[config.mk]
export PLATFORM = sky130hd
export DESIGN_NAME = seq_and_stim_gen
export DESIGN_NICKNAME = d
export VERILOG_FILES = /design/src/rtl/seq_and_stim_gen.sv
export SDC_FILE = /design/constraint.sdc
export NUM_CORES = 1
export LEC_CHECK = 0
export ABC_AREA = 1
export CAP_MARGIN = 20
export CORE_ASPECT_RATIO = 0.9
export CORE_MARGIN = 8
export CORE_UTILIZATION = 30
export DETAILED_ROUTE_END_ITERATION = 12
export GPL_TIMING_DRIVEN = 0
export HOLD_SLACK_MARGIN = 0.06
export PLACE_DENSITY_LB_ADDON = 0.15
export SLEW_MARGIN = 0
export SYNTH_ARGS = -nofsm -noshare
export SYNTH_HDL_FRONTEND = slang
export SYNTH_SLANG_ARGS = --single-unit
[constraint.sdc]
create_clock -name clk -period 5.1 [get_ports clk]
set_input_delay 0.765 -clock clk [delete_from_list [all_inputs] [get_ports clk]]
set_output_delay 0.765 -clock clk [all_outputs]
set_load 0.02 [all_outputs]
[src/rtl/seq_and_stim_gen.sv]
// Stimulus generator for the two-input AND sequence checker: one programmable window per signal.
// Optional self-check of the checker's match output is enabled with `define SEQ_AND_CHECK_EN.
module seq_and_stim_gen #(
  parameter int CNT_W = 8
) (
  input  logic             clk,
  input  logic             rst,
  input  logic             start,
  input  logic [CNT_W-1:0] dly_1,
  input  logic [CNT_W-1:0] len_1,
  input  logic [CNT_W-1:0] dly_2,
  input  logic [CNT_W-1:0] len_2,
  output logic             busy,
  output logic             done,
  output logic             chk_en,
  output logic             signal_1,
  output logic             signal_2,
  output logic             overlap
`ifdef SEQ_AND_CHECK_EN
  ,
  input  logic             match_in,
  output logic             err
`endif
);

  typedef enum logic [1:0] {IDLE, PRIME, RUN, DONE} state_e;

  localparam logic [CNT_W:0] ONE = (CNT_W+1)'(1);

  state_e           state_q, state_d;
  logic [CNT_W:0]   t_q, t_d;
  logic             ovl_q, ovl_d;
  logic [CNT_W-1:0] dly_1_q, len_1_q, dly_2_q, len_2_q;
  logic [CNT_W:0]   end_1, end_2, total;
  logic             s1, s2;
  logic             accept;

  assign accept = (state_q == IDLE) && start;

  // Window ends are computed one bit wider so 255+255 does not wrap.
  assign end_1 = {1'b0, dly_1_q} + {1'b0, len_1_q};
  assign end_2 = {1'b0, dly_2_q} + {1'b0, len_2_q};
  assign total = (end_1 > end_2) ? end_1 : end_2;

  assign s1 = (state_q == RUN) && (t_q >= {1'b0, dly_1_q}) && (t_q < end_1);
  assign s2 = (state_q == RUN) && (t_q >= {1'b0, dly_2_q}) && (t_q < end_2);

  assign busy     = (state_q != IDLE);
  assign done     = (state_q == DONE);
  assign chk_en   = (state_q == PRIME);
  assign signal_1 = s1;
  assign signal_2 = s2;
  assign overlap  = ovl_q;

  always_comb begin
    state_d = state_q;
    t_d     = t_q;
    ovl_d   = ovl_q;
    case (state_q)
      IDLE: begin
        if (start) begin
          state_d = PRIME;
          ovl_d   = 1'b0;
        end
      end
      PRIME: begin
        t_d     = '0;
        state_d = (total == '0) ? DONE : RUN;
      end
      RUN: begin
        if (s1 && s2) ovl_d = 1'b1;
        if (t_q == total - ONE) state_d = DONE;
        else                    t_d     = t_q + ONE;
      end
      DONE:    state_d = IDLE;
      default: state_d = IDLE;
    endcase
  end

  always_ff @(posedge clk) begin
    if (rst) begin
      state_q <= IDLE;
      t_q     <= '0;
      ovl_q   <= 1'b0;
    end else begin
      state_q <= state_d;
      t_q     <= t_d;
      ovl_q   <= ovl_d;
    end
  end

  // Run parameters are captured once per accepted start; inputs are free afterwards.
  always_ff @(posedge clk) begin
    if (accept) begin
      dly_1_q <= dly_1;
      len_1_q <= len_1;
      dly_2_q <= dly_2;
      len_2_q <= len_2;
    end
  end

`ifdef SEQ_AND_CHECK_EN
  logic exp_q, err_q;

  // exp mirrors the checker's hold behaviour: set on both-high, clear on both-low.
  always_ff @(posedge clk) begin
    if (rst) begin
      exp_q <= 1'b0;
      err_q <= 1'b0;
    end else begin
      if (state_q == PRIME)  exp_q <= 1'b0;
      else if (s1 && s2)     exp_q <= 1'b1;
      else if (!s1 && !s2)   exp_q <= 1'b0;

      if (accept)
        err_q <= 1'b0;
      else if (((state_q == RUN) || (state_q == DONE)) && (match_in != exp_q))
        err_q <= 1'b1;
    end
  end

  assign err = err_q;
`endif

endmodule

==> Implementation_results.wiki, run 1 <==
{| class="wikitable"
! Metric !! Value
|-
| Total of warnings raised by yosys || 0
|-
| Worst relative slew slack || 0.568
|-
| Post-layout nets || around 650
|-
| Most used flip-flop cell after synthesis || sky130_fd_sc_hd__edfxtp_1
|-
| # hold bufs at CTS || 0
|-
| Area added between synthesis and finish || 19.8%
|-
| Starting density of the core || 0.304
|-
| Clock tree root buffer cell || sky130_fd_sc_hd__clkbuf_16
|-
| Proportion of synthesized chip area in sequential cells || 0.299
|-
| Peak ir drop on the vdd network || ~240 uV
|-
| DRC violations left || 0
|-
| TritonCTS buffer count || 5
|-
| Max-cap viol count || 0
|-
| Synth Area in XOR/XNOR || 0.0386
|-
| Final core utilization || 0.364
|-
| Final Hold Vio Count || 0
|-
| Area of the die || 17400 sq um
|-
| Worst Skew || 0.00870 ns
|-
| Placeable core region || between 10000 and 15000 sq um
|-
| Main combinational cell family by area after synthesis || simple AND/OR/NAND/NOR gates
|-
| Maximum buffer depth of the clock tree || 2
|-
| Number of max-slew violations in the final report || 0
|-
| Avg Synthesized Cell Area || around 7.9 sq um
|-
| Commonest non-fill, non-tap cell in the layout || sky130_fd_sc_hd__nand2_1
|-
| GRT Residual Overflow || 0
|-
| Final critical-path share of the clock period || 0.899
|-
| Top Ports || 41
|-
| Final setup violation count || 0
|-
| Flip-flop and latch count after synthesis || 44
|-
| Count of buffers from port buffering || 40
|-
| RSZ-0062 raised after global routing || false
|-
| Area after detailed placement || ~4700 sq um
|-
| Largest fanout of any net on the critical path || 10
|-
| HPWL after detailed placement || slightly below 8000 um
|-
| Antenna violations before repair || 0
|-
| Die X || approximately 140 um
|-
| Area of the mapped netlist || approximately 4000 sq um
|-
| Worst EP required || around 5.3 ns
|-
| Post-synth EDFFs || 32
|-
| Worst Setup Path Type || reg2reg
|-
| 1st-iter DRT viols || 210
|-
| First-pass iteration count of the detailed router || 4
|-
| Hold Crit Class || reg2reg
|-
| Time the worst path needs with I/O delays and setup || 4.59 ns
|-
| Final antenna diode count || 0
|-
| Type of origin of the critical path || flop
|-
| Ratio of cells with drive above 1 in the final layout || 0.108
|-
| Final standard cell area without fillers || about 4800 sq um
|-
| Clock latency on the worst-skew pair || about 0.29 ns
|-
| Leakage power summed over all cells || between 2 and 2.5 nW
|-
| Most used cells in the layout excluding fill and tap cells || 129 x sky130_fd_sc_hd__nand2_1, 76 x sky130_fd_sc_hd__inv_1, 59 x sky130_fd_sc_hd__ha_1, 56 x sky130_fd_sc_hd__nand3_1, 40 x sky130_fd_sc_hd__clkdlybuf4s50_1
|-
| Number of vias in the routed layout || ~3400
|-
| Setup ws final || between 0.5 and 0.6 ns
|-
| GPL Wtd Cong || 0.825
|-
| Wire length of the first global-routing pass || approximately 17000 um
|-
| Share of synthesized area spent on multiplexers || 0
|-
| Compound-cell area share of the yosys netlist || 0.0720
|-
| Average vias per placed instance || ~4.7
|-
| Crit end category || flop
|-
| Longest individual stage delay on the worst path || roughly 0.4 ns
|-
| Overall global routing resource usage || 0.119
|-
| Simple-gate portion of the synthesized area || 0.314
|-
| TritonCTS Sinks || 44
|-
| Arrival time worst endpoint || between 4 and 5 ns
|-
| Max H-tree Level || 2
|-
| Routed length per placed instance || 13.2 um
|-
| Actual slew at the worst max-slew pin || about 0.65 ns
|-
| Critical path's most frequent cell || sky130_fd_sc_hd__nand2_1
|-
| Pin count of the biggest net entering global routing || 27
|-
| Count of different cell masters after synthesis || 45
|-
| Number of nets produced by synthesis || about 600
|-
| Max Fclk || approximately 220 MHz
|-
| Power density relative to cell area || approximately 650 nW/um^2
|-
| Site row count || 40
|-
| Gate count of the mapped netlist || 507
|-
| Post-synth ARST share || 0
|-
| Final routed wirelength across all metal layers || 9550 um
|-
| Slowest-stage cell, CP || sky130_fd_sc_hd__edfxtp_1
|-
| Pre-CTS setup slack || 0.381 ns
|-
| Post-route worst hold slack || roughly 0.47 ns
|-
| Die Height || 126 um
|-
| Status || finished clean
|-
| Clock Pin Slew Worst Setup and Hold Paths || around 0.070 ns
|-
| Final ANT Viol Nets || 0
|-
| Number of global-route vias before repair || about 3500
|-
| Share of synthesized cell area in full adder, half adder and majority cells || 0.196
|-
| Number of fillers in the final layout || between 1000 and 1500
|-
| Clock tree from TritonCTS || done
|-
| Total negative slack for setup checks || 0 ns
|}
-- synthesized netlist by cell type, types with 2 or more instances --
cell type / instances / share of area
sky130_fd_sc_hd__xor2_2: 2 / 0.0081
sky130_fd_sc_hd__ha_1: 59 / 0.18
sky130_fd_sc_hd__nor3_1: 4 / 0.0050
sky130_fd_sc_hd__nor2_1: 17 / 0.016
sky130_fd_sc_hd__nand2_4: 6 / 0.017
sky130_fd_sc_hd__nand3b_1: 2 / 0.0037
sky130_fd_sc_hd__nand2_1: 129 / 0.12
sky130_fd_sc_hd__inv_2: 4 / 0.0037
sky130_fd_sc_hd__xnor2_1: 2 / 0.0044
sky130_fd_sc_hd__nand4_1: 3 / 0.0047
sky130_fd_sc_hd__inv_1: 76 / 0.071
sky130_fd_sc_hd__nand3_2: 6 / 0.015
sky130_fd_sc_hd__nor2_4: 3 / 0.0084
sky130_fd_sc_hd__a21oi_1: 25 / 0.031
sky130_fd_sc_hd__dfxtp_1: 12 / 0.060
sky130_fd_sc_hd__edfxtp_1: 32 / 0.24
sky130_fd_sc_hd__nand3_1: 56 / 0.070
sky130_fd_sc_hd__nand2_2: 16 / 0.025
sky130_fd_sc_hd__xor2_1: 12 / 0.026
sky130_fd_sc_hd__fa_1: 2 / 0.010
sky130_fd_sc_hd__o211ai_1: 2 / 0.0037
sky130_fd_sc_hd__a21o_1: 2 / 0.0037
sky130_fd_sc_hd__a21oi_2: 2 / 0.0044
sky130_fd_sc_hd__o21ai_0: 5 / 0.0062
sky130_fd_sc_hd__o21a_1: 4 / 0.0075
sky130_fd_sc_hd__nor2_2: 5 / 0.0078
-- flip-flops by register name (all words and copies together) (netlist names) --
name and count:
len_2_q 8, t_q 9, len_1_q 8, state_q 2, dly_1_q 8, dly_2_q 8, overlap 1
-- per-stage QoR --
step / total power, mW / std cells
finish: 3.11 / 724
global route: 3.51 / 724
CTS: 3.13 / 724
detailed placement: 2.80 / 716
global placement: 2.74 / 715
floorplan: 2.31 / 507
-- routing by layer --
| layer | routed length [um] | part of all wire | up-vias | GRT usage |
|---|---|---|---|---|
| met2 | 4410 | 0.46 | 40 | 0.194 |
| met4 | 212 | 0.022 | 0 | 0.0436 |
| met1 | 4670 | 0.49 | 1563 | 0.152 |
| li1 | - | - | 1768 | - |
| met3 | 258 | 0.027 | 15 | 0.0219 |
| met5 | 0 | 0 | - | 0 |
-- timing repair --
| action | CTS | global route |
|---|---|---|
| gates resized for setup | 0 | 3 |
| setup endpoints to repair | 0 | 11 |
| setup buffers | 0 | 0 |
-- layout make-up --
| cell class | count | area (sq um) | share of cell area |
|---|---|---|---|
| clock inverter | 2 | 11.3 | 0.00234 |
| buffer | 3 | 20.0 | 0.00416 |
| clock buffer | 6 | 129 | 0.0268 |
| tap | 168 | 210 | 0.0437 |
| sequential | 44 | 1200 | 0.250 |
| inverter | 80 | 300 | 0.0624 |
| timing repair buffer | 41 | 428 | 0.0889 |
| multi-input combinational | 380 | 2510 | 0.522 |
-- where the power goes --
group	switching (mW)	internal [mW]	leakage, nW
Sequential	0.0434	0.480	0.402
Clock	0.136	0.180	0.0645
Combinational	1.47	0.802	1.85
-- kinds of logic after synthesis --
family / after synthesis
flip-flops: 44
adder cells (fa/ha/maj): 62
AO/OA/AOI/OAI: 48
XOR/XNOR: 16
AND/OR/NAND/NOR: 254
buffers and inverters: 83
-- final timing paths --
path / slack, ns / endpoint / cells past startpoint / from
max: 0.51 / t_q[6] / 31 / dly_1_q[0]
min: 0.47 / overlap / 2 / overlap
max reg2reg: 0.51 / t_q[6] / 31 / dly_1_q[0]
min reg2reg: 0.47 / overlap / 2 / overlap
-- critical path: cells and delay by family (launching register included) --
kind,cells,cell delay (ns)
adder cells (fa/ha/maj),4,1.22
XOR/XNOR,1,0.17
flip-flops,1,0.40
AO/OA/AOI/OAI,3,0.57
AND/OR/NAND/NOR,19,1.85
buffers and inverters,4,0.31
No activity file was read; power rests on OpenSTA's default activity.
==> run 2, diff against run 1 <==
Settings changed: SETUP_SLACK_MARGIN set to 0.5.
==> Implementation_results.wiki, run 2 (same netlist as run 1, synthesis figures left out) <==
{| class="wikitable"
! Metric !! Value
|-
| Status || finished clean
|-
| Final ANT Viol Nets || 0 (unchanged)
|-
| Clock tree root buffer cell || sky130_fd_sc_hd__clkbuf_16
|-
| Wire length of the first global-routing pass || 16600 um (+0.42%)
|-
| Power share of the sequential group || 0.149 (-0.019)
|-
| Overall Power || 3.51 mW (+13%)
|-
| Endpoint with the worst hold slack || overlap
|-
| Count of buffers from port buffering || 40 (unchanged)
|-
| Peak ir drop on the vdd network || 270 uV (+11%)
|-
| Maximum buffer depth of the clock tree || 2 (unchanged)
|-
| TritonCTS Sinks || 44 (unchanged)
|-
| Final antenna diode count || 0 (unchanged)
|-
| Die X || 138 um (unchanged)
|-
| Area after detailed placement || 4650 sq um (unchanged)
|-
| Clock Pin Slew Worst Setup and Hold Paths || 0.06 ns (about the same)
|-
| Commonest non-fill, non-tap cell in the layout || sky130_fd_sc_hd__nand2_1
|-
| Number of vias in the routed layout || 3452 (+1.9%)
|-
| Post-layout nets || 667 (+2.5%)
|-
| Origin of the worst setup path || dly_2_q[0]
|-
| TritonCTS buffer count || 5 (unchanged)
|-
| Most used cells in the layout excluding fill and tap cells || 125 x sky130_fd_sc_hd__nand2_1, 75 x sky130_fd_sc_hd__inv_1, 55 x sky130_fd_sc_hd__nand3_1, 55 x sky130_fd_sc_hd__ha_1, 39 x sky130_fd_sc_hd__clkdlybuf4s50_1
|-
| Largest fanout of any net on the critical path || 3 (-7)
|-
| Average vias per placed instance || 4.66 (-0.26%)
|-
| Number of fillers in the final layout || 1384 (-2.1%)
|-
| Final critical-path share of the clock period || 0.834 (-0.0655)
|-
| Pin count of the biggest net entering global routing || 27 (unchanged)
|-
| Setup slack on the worst flop-to-flop path || 0.87 ns (+0.36 ns)
|-
| DRC violations left || 0 (unchanged)
|-
| # hold bufs at CTS || 0 (unchanged)
|-
| R2r startpoint || dly_1_q[0]
|-
| Post-route non-filler standard cell count || 740 (+2.2%)
|-
| Arrival time worst endpoint || 3.49 ns (-1.32 ns)
|-
| Time the worst path needs with I/O delays and setup || 4.25 ns (-0.334 ns)
|-
| Worst Setup Path Type || reg2out
|-
| Clock tree from TritonCTS || done
|-
| Share of power burned in combinational logic || 0.761 (+0.031)
|-
| Worst Skew || 0.00955 ns (+0.000850 ns)
|-
| 1st-iter DRT viols || 181 (-14%)
|-
| Final Hold Vio Count || 0 (unchanged)
|-
| Number of global-route vias before repair || 3544 (+0.54%)
|-
| Hold Crit Class || reg2reg
|-
| Area of the die || 17400 sq um (unchanged)
|-
| Switching power as a share of total power || 0.525 (-0.00555)
|-
| Reg-to-Reg End || t_q[2]
|-
| Worst EP required || 4.34 ns (-0.98 ns)
|-
| Largest register FFs || 9 (unchanged)
|-
| GRT Residual Overflow || 0 (unchanged)
|-
| Total net switching power || 1.84 mW (+12%)
|-
| Max Fclk || 235 MHz (+7.9%)
|-
| Largest reg by FF count || t_q
|-
| Final routed wirelength across all metal layers || 10000 um (+4.8%)
|-
| Leakage power summed over all cells || 2.44 nW (+4.9%)
|-
| GPL Wtd Cong || 0.825 (unchanged)
|-
| Final setup violation count || 0 (unchanged)
|-
| Crit end category || output pin
|-
| Ratio of cells with drive above 1 in the final layout || 0.163 (+0.0547)
|-
| Pre-CTS setup slack || 0.381 ns (unchanged)
|-
| Final standard cell area without fillers || 5080 sq um (+5.5%)
|-
| Cell count of the worst reg-to-reg path || 31 (unchanged)
|-
| Min-delay src || overlap
|-
| Placeable core region || 13200 sq um (unchanged)
|-
| Max-cap viol count || 0 (unchanged)
|-
| Top Ports || 41 (unchanged)
|-
| Post-route worst hold slack || 0.473 ns (-0.0000360 ns)
|-
| Final core utilization || 0.384 (+0.0201)
|-
| RSZ-0062 raised after global routing || false
|-
| Routed length per placed instance || 13.5 um (+2.5%)
|-
| Overall global routing resource usage || 0.120 (+0.000577)
|-
| Worst hold path stage count || 2 (unchanged)
|-
| Antenna violations before repair || 0 (unchanged)
|-
| Max H-tree Level || 2 (unchanged)
|-
| Site row count || 40 (unchanged)
|-
| Worst relative slew slack || 0.541 (-0.0261)
|-
| Clock latency on the worst-skew pair || 0.30 ns (about the same)
|-
| Power density relative to cell area || 692 nW/um^2 (+7.1%)
|-
| Number of max-slew violations in the final report || 0 (unchanged)
|-
| HPWL after detailed placement || 7840 um (unchanged)
|-
| Portion of total power attributed to the clock network || 0.090 (-0.012)
|-
| Type of origin of the critical path || flop
|-
| Total negative slack for setup checks || 0 ns (unchanged)
|-
| Setup ws final || 0.849 ns (+0.334 ns)
|-
| Actual slew at the worst max-slew pin || 0.687 ns (+0.0391 ns)
|-
| Starting density of the core || 0.304 (unchanged)
|-
| Area added between synthesis and finish || 26.4%
|-
| First-pass iteration count of the detailed router || 4 (unchanged)
|-
| P_int || 1.67 mW (+14%)
|-
| Number of placed instances, taps included || 716 (unchanged)
|-
| Die Height || 126 um (unchanged)
|}
run 2: worst max path at each step:
stage                     to
finish              signal_2
global route          t_q[3]
CTS                   t_q[6]
detailed placement    t_q[1]
global placement      t_q[4]
floorplan             t_q[4]
run 2: area by class of cell:
cell class,instances,area [sq um],share of cell area
timing repair buffer,55,553,0.109
clock buffer,6,129,0.0254
inverter,80,303,0.0596
buffer,3,23.8,0.00468
clock inverter,2,11.3,0.00222
tap,168,210,0.0414
sequential,44,1200,0.237
multi-input combinational,382,2650,0.521
run 2: critical path, stage by stage, from the launching register on:
cell	delay, ns
sky130_fd_sc_hd__edfxtp_1	0.40
sky130_fd_sc_hd__ha_1	0.23
sky130_fd_sc_hd__inv_1	0.08
sky130_fd_sc_hd__fa_2	0.48
sky130_fd_sc_hd__ha_1	0.28
sky130_fd_sc_hd__a21boi_0	0.12
sky130_fd_sc_hd__o21ai_0	0.16
sky130_fd_sc_hd__nand2_1	0.08
sky130_fd_sc_hd__a21o_1	0.16
sky130_fd_sc_hd__a21oi_1	0.14
sky130_fd_sc_hd__maj3_1	0.19
sky130_fd_sc_hd__nand3_1	0.07
sky130_fd_sc_hd__nand3_1	0.07
sky130_fd_sc_hd__nand2_1	0.05
sky130_fd_sc_hd__inv_1	0.07
sky130_fd_sc_hd__clkdlybuf4s50_1	0.60
run 2: repair_timing:
item                       4_1_cts  5_1_grt
gates resized for setup          3       28
gates cloned                     0        3
pin swaps                        1       17
setup buffers                    1       12
setup endpoints to repair       11       12
run 2: routing by layer:
metal / up-vias / wire (um) / track usage
met5: - / 0 / 0
met2: 44 / 4600 / 0.192
met1: 1586 / 4870 / 0.152
met4: 0 / 290 / 0.0524
met3: 18 / 255 / 0.0231
li1: 1804 / - / -
run 2: power by group through the flow:
stage / Sequential, mW / Combinational (mW) / Clock (mW)
after floorplan: 0.520 / 1.79 / 0
after global placement: 0.536 / 2.20 / 0
after detailed placement: 0.533 / 2.27 / 0
after CTS: 0.525 / 2.30 / 0.330
after global routing: 0.535 / 3.04 / 0.346
final: 0.524 / 2.67 / 0.318
==> run 3, diff against run 2 <==
Clock period 5.1 ns to 3.4 ns, I/O delays scaled along.
==> Implementation_results.wiki, run 3 (same netlist as run 1, synthesis figures left out) <==
{| class="wikitable"
! Metric !! Value
|-
| Worst EP required || 3.62 ns (-0.72 ns)
|-
| TritonCTS Sinks || 44 (unchanged)
|-
| Final routed wirelength across all metal layers || 10300 um (+2.8%)
|-
| Max H-tree Level || 2 (unchanged)
|-
| Die X || 138 um (unchanged)
|-
| Wire length of the first global-routing pass || 17000 um (+2.3%)
|-
| Slowest-stage cell, CP || sky130_fd_sc_hd__edfxtp_1
|-
| Largest reg by FF count || t_q
|-
| Hold Crit Class || reg2reg
|-
| Violated checks || negative setup slack
|-
| Reg-to-Reg End || t_q[8]
|-
| HPWL after detailed placement || 7810 um (-0.39%)
|-
| Peak ir drop on the vdd network || 439 uV (+63%)
|-
| Worst Setup Path Type || reg2reg
|-
| Crit end category || flop
|-
| Actual slew at the worst max-slew pin || 0.703 ns (+0.0161 ns)
|-
| Antenna violations before repair || 0 (unchanged)
|-
| Average vias per placed instance || 4.66 (-0.13%)
|-
| Type of origin of the critical path || flop
|-
| RSZ-0062 raised after global routing || true
|-
| Top Ports || 41 (unchanged)
|-
| Worst Skew || 0.00315 ns (-0.00640 ns)
|-
| Time the worst path needs with I/O delays and setup || 4.02 ns
|-
| Origin of the worst setup path || dly_1_q[0]
|-
| Final Hold Vio Count || 0 (unchanged)
|-
| Site row count || 40 (unchanged)
|-
| Worst relative slew slack || 0.531 (-0.0107)
|-
| Critical path's most frequent cell || sky130_fd_sc_hd__nand2_2
|-
| 1st-iter DRT viols || 164 (-9.4%)
|-
| Longest individual stage delay on the worst path || 0.43 ns (-0.17 ns)
|-
| Die Height || 126 um (unchanged)
|-
| Number of global-route vias before repair || 3538 (-0.17%)
|-
| GPL Wtd Cong || 0.802 (-2.8%)
|-
| Arrival time worst endpoint || 4.24 ns (+0.75 ns)
|-
| Final setup violation count || 13 (+13)
|-
| R2r startpoint || dly_1_q[0]
|-
| Overall global routing resource usage || 0.121 (+0.00149)
|-
| Leakage power summed over all cells || 2.54 nW (+4.1%)
|-
| Power density relative to cell area || 1090 nW/um^2 (+57%)
|-
| Pin count of the biggest net entering global routing || 27 (unchanged)
|-
| First-pass iteration count of the detailed router || 4 (unchanged)
|-
| Clock tree from TritonCTS || done
|-
| Area added between synthesis and finish || 36.0%
|-
| Number of vias in the routed layout || 3536 (+2.4%)
|-
| Final core utilization || 0.414 (+0.0292)
|-
| Largest fanout of any net on the critical path || 5 (+2)
|-
| Final antenna diode count || 0 (unchanged)
|-
| Final ANT Viol Nets || 0 (unchanged)
|-
| Largest register FFs || 9 (unchanged)
|-
| Maximum buffer depth of the clock tree || 2 (unchanged)
|-
| Clock latency on the worst-skew pair || 0.29 ns (about the same)
|-
| Final critical-path share of the clock period || 1.18
|-
| TritonCTS buffer count || 5 (unchanged)
|-
| Clock Pin Slew Worst Setup and Hold Paths || 0.06 ns (about the same)
|-
| Most used cells in the layout excluding fill and tap cells || 118 x sky130_fd_sc_hd__nand2_1, 69 x sky130_fd_sc_hd__inv_1, 52 x sky130_fd_sc_hd__ha_1, 46 x sky130_fd_sc_hd__nand3_1, 38 x sky130_fd_sc_hd__clkdlybuf4s50_1
|-
| Post-route non-filler standard cell count || 759 (+2.6%)
|-
| Ratio of cells with drive above 1 in the final layout || 0.254 (+0.0912)
|-
| Number of max-slew violations in the final report || 0 (unchanged)
|-
| Max-cap viol count || 0 (unchanged)
|-
| Setup slack on the worst flop-to-flop path || -0.62 ns (-1.49 ns)
|-
| Commonest non-fill, non-tap cell in the layout || sky130_fd_sc_hd__nand2_1
|-
| Count of buffers from port buffering || 40 (unchanged)
|-
| Max Fclk || roughly 250 MHz
|-
| Post-layout nets || 686 (+2.8%)
|-
| GRT Residual Overflow || 0 (unchanged)
|-
| # hold bufs at CTS || 0 (unchanged)
|-
| Setup ws final || -0.620 ns (-1.47 ns)
|-
| Number of placed instances, taps included || 716 (unchanged)
|-
| DRC violations left || 0 (unchanged)
|-
| Area of the die || 17400 sq um (unchanged)
|-
| Placeable core region || 13200 sq um (unchanged)
|-
| Clock tree root buffer cell || sky130_fd_sc_hd__clkbuf_16
|-
| Starting density of the core || 0.304 (unchanged)
|-
| Setup crit end || t_q[8]
|-
| Routed length per placed instance || 13.6 um (+0.19%)
|-
| Cell count of the worst reg-to-reg path || 29 (-6.5%)
|-
| Status || finished, violations left
|}
run 3: worst max-delay path: cells and delay by family (launching register included):
kind                     cells  cell delay, ns
XOR/XNOR                     1            0.13
AO/OA/AOI/OAI                3            0.39
buffers and inverters        3            0.29
adder cells (fa/ha/maj)      4            1.07
flip-flops                   1            0.43
AND/OR/NAND/NOR             18            1.62
run 3: how the worst min path moves through the flow:
stage,start,to,cells after the start
5_1_grt,overlap,overlap,2
6_report,overlap,overlap,2
4_1_cts,overlap,overlap,2
2_1_floorplan,t_q[0],t_q[0],1
3_5_place_dp,overlap,overlap,2
3_3_place_gp,overlap,overlap,2
run 3: what timing repair did:
action	4_1_cts	5_1_grt
cloned	1	0
pin swaps	24	21
resized for setup	45	31
buffers inserted	24	10
setup endpoints to repair	14	14
run 3: per-stage QoR:
step / setup TNS, ns / area (sq um) / power (mW) / setup slack [ns] / hold slack (ns)
2_1_floorplan: -4.89 / 4150 / 3.75 / -0.461 / 0.450
3_3_place_gp: -11.55 / 4760 / 4.40 / -0.997 / 0.459
3_5_place_dp: -11.78 / 4780 / 4.49 / -1.04 / 0.459
4_1_cts: -7.23 / 5270 / 5.62 / -0.625 / 0.469
5_1_grt: -9.97 / 5460 / 6.51 / -0.861 / 0.497
6_report: -6.93 / 5460 / 5.95 / -0.620 / 0.474
run 3: metal layers:
layer	part of all wire	track usage	up-vias	wire length, um
li1	-	-	1845	-
met1	0.48	0.158	1626	4990
met2	0.48	0.198	52	4910
met3	0.025	0.0238	13	257
met4	0.013	0.0316	0	137
met5	0	0	-	0
run 3: where the power goes:
part	total, mW	leakage (nW)	switching (mW)	internal, mW
logic	4.64	2.06	2.76	1.89
registers	0.787	0.402	0.0675	0.720
clock network	0.523	0.0763	0.205	0.318
run 3: cell type report:
class | instances | area, sq um
buffer | 3 | 20.0
clock buffer | 8 | 158
fill | 1351 | 7750
inverter | 80 | 303
multi-input combinational | 380 | 2860
sequential | 44 | 1200
tap | 168 | 210
timing repair buffer | 76 | 712
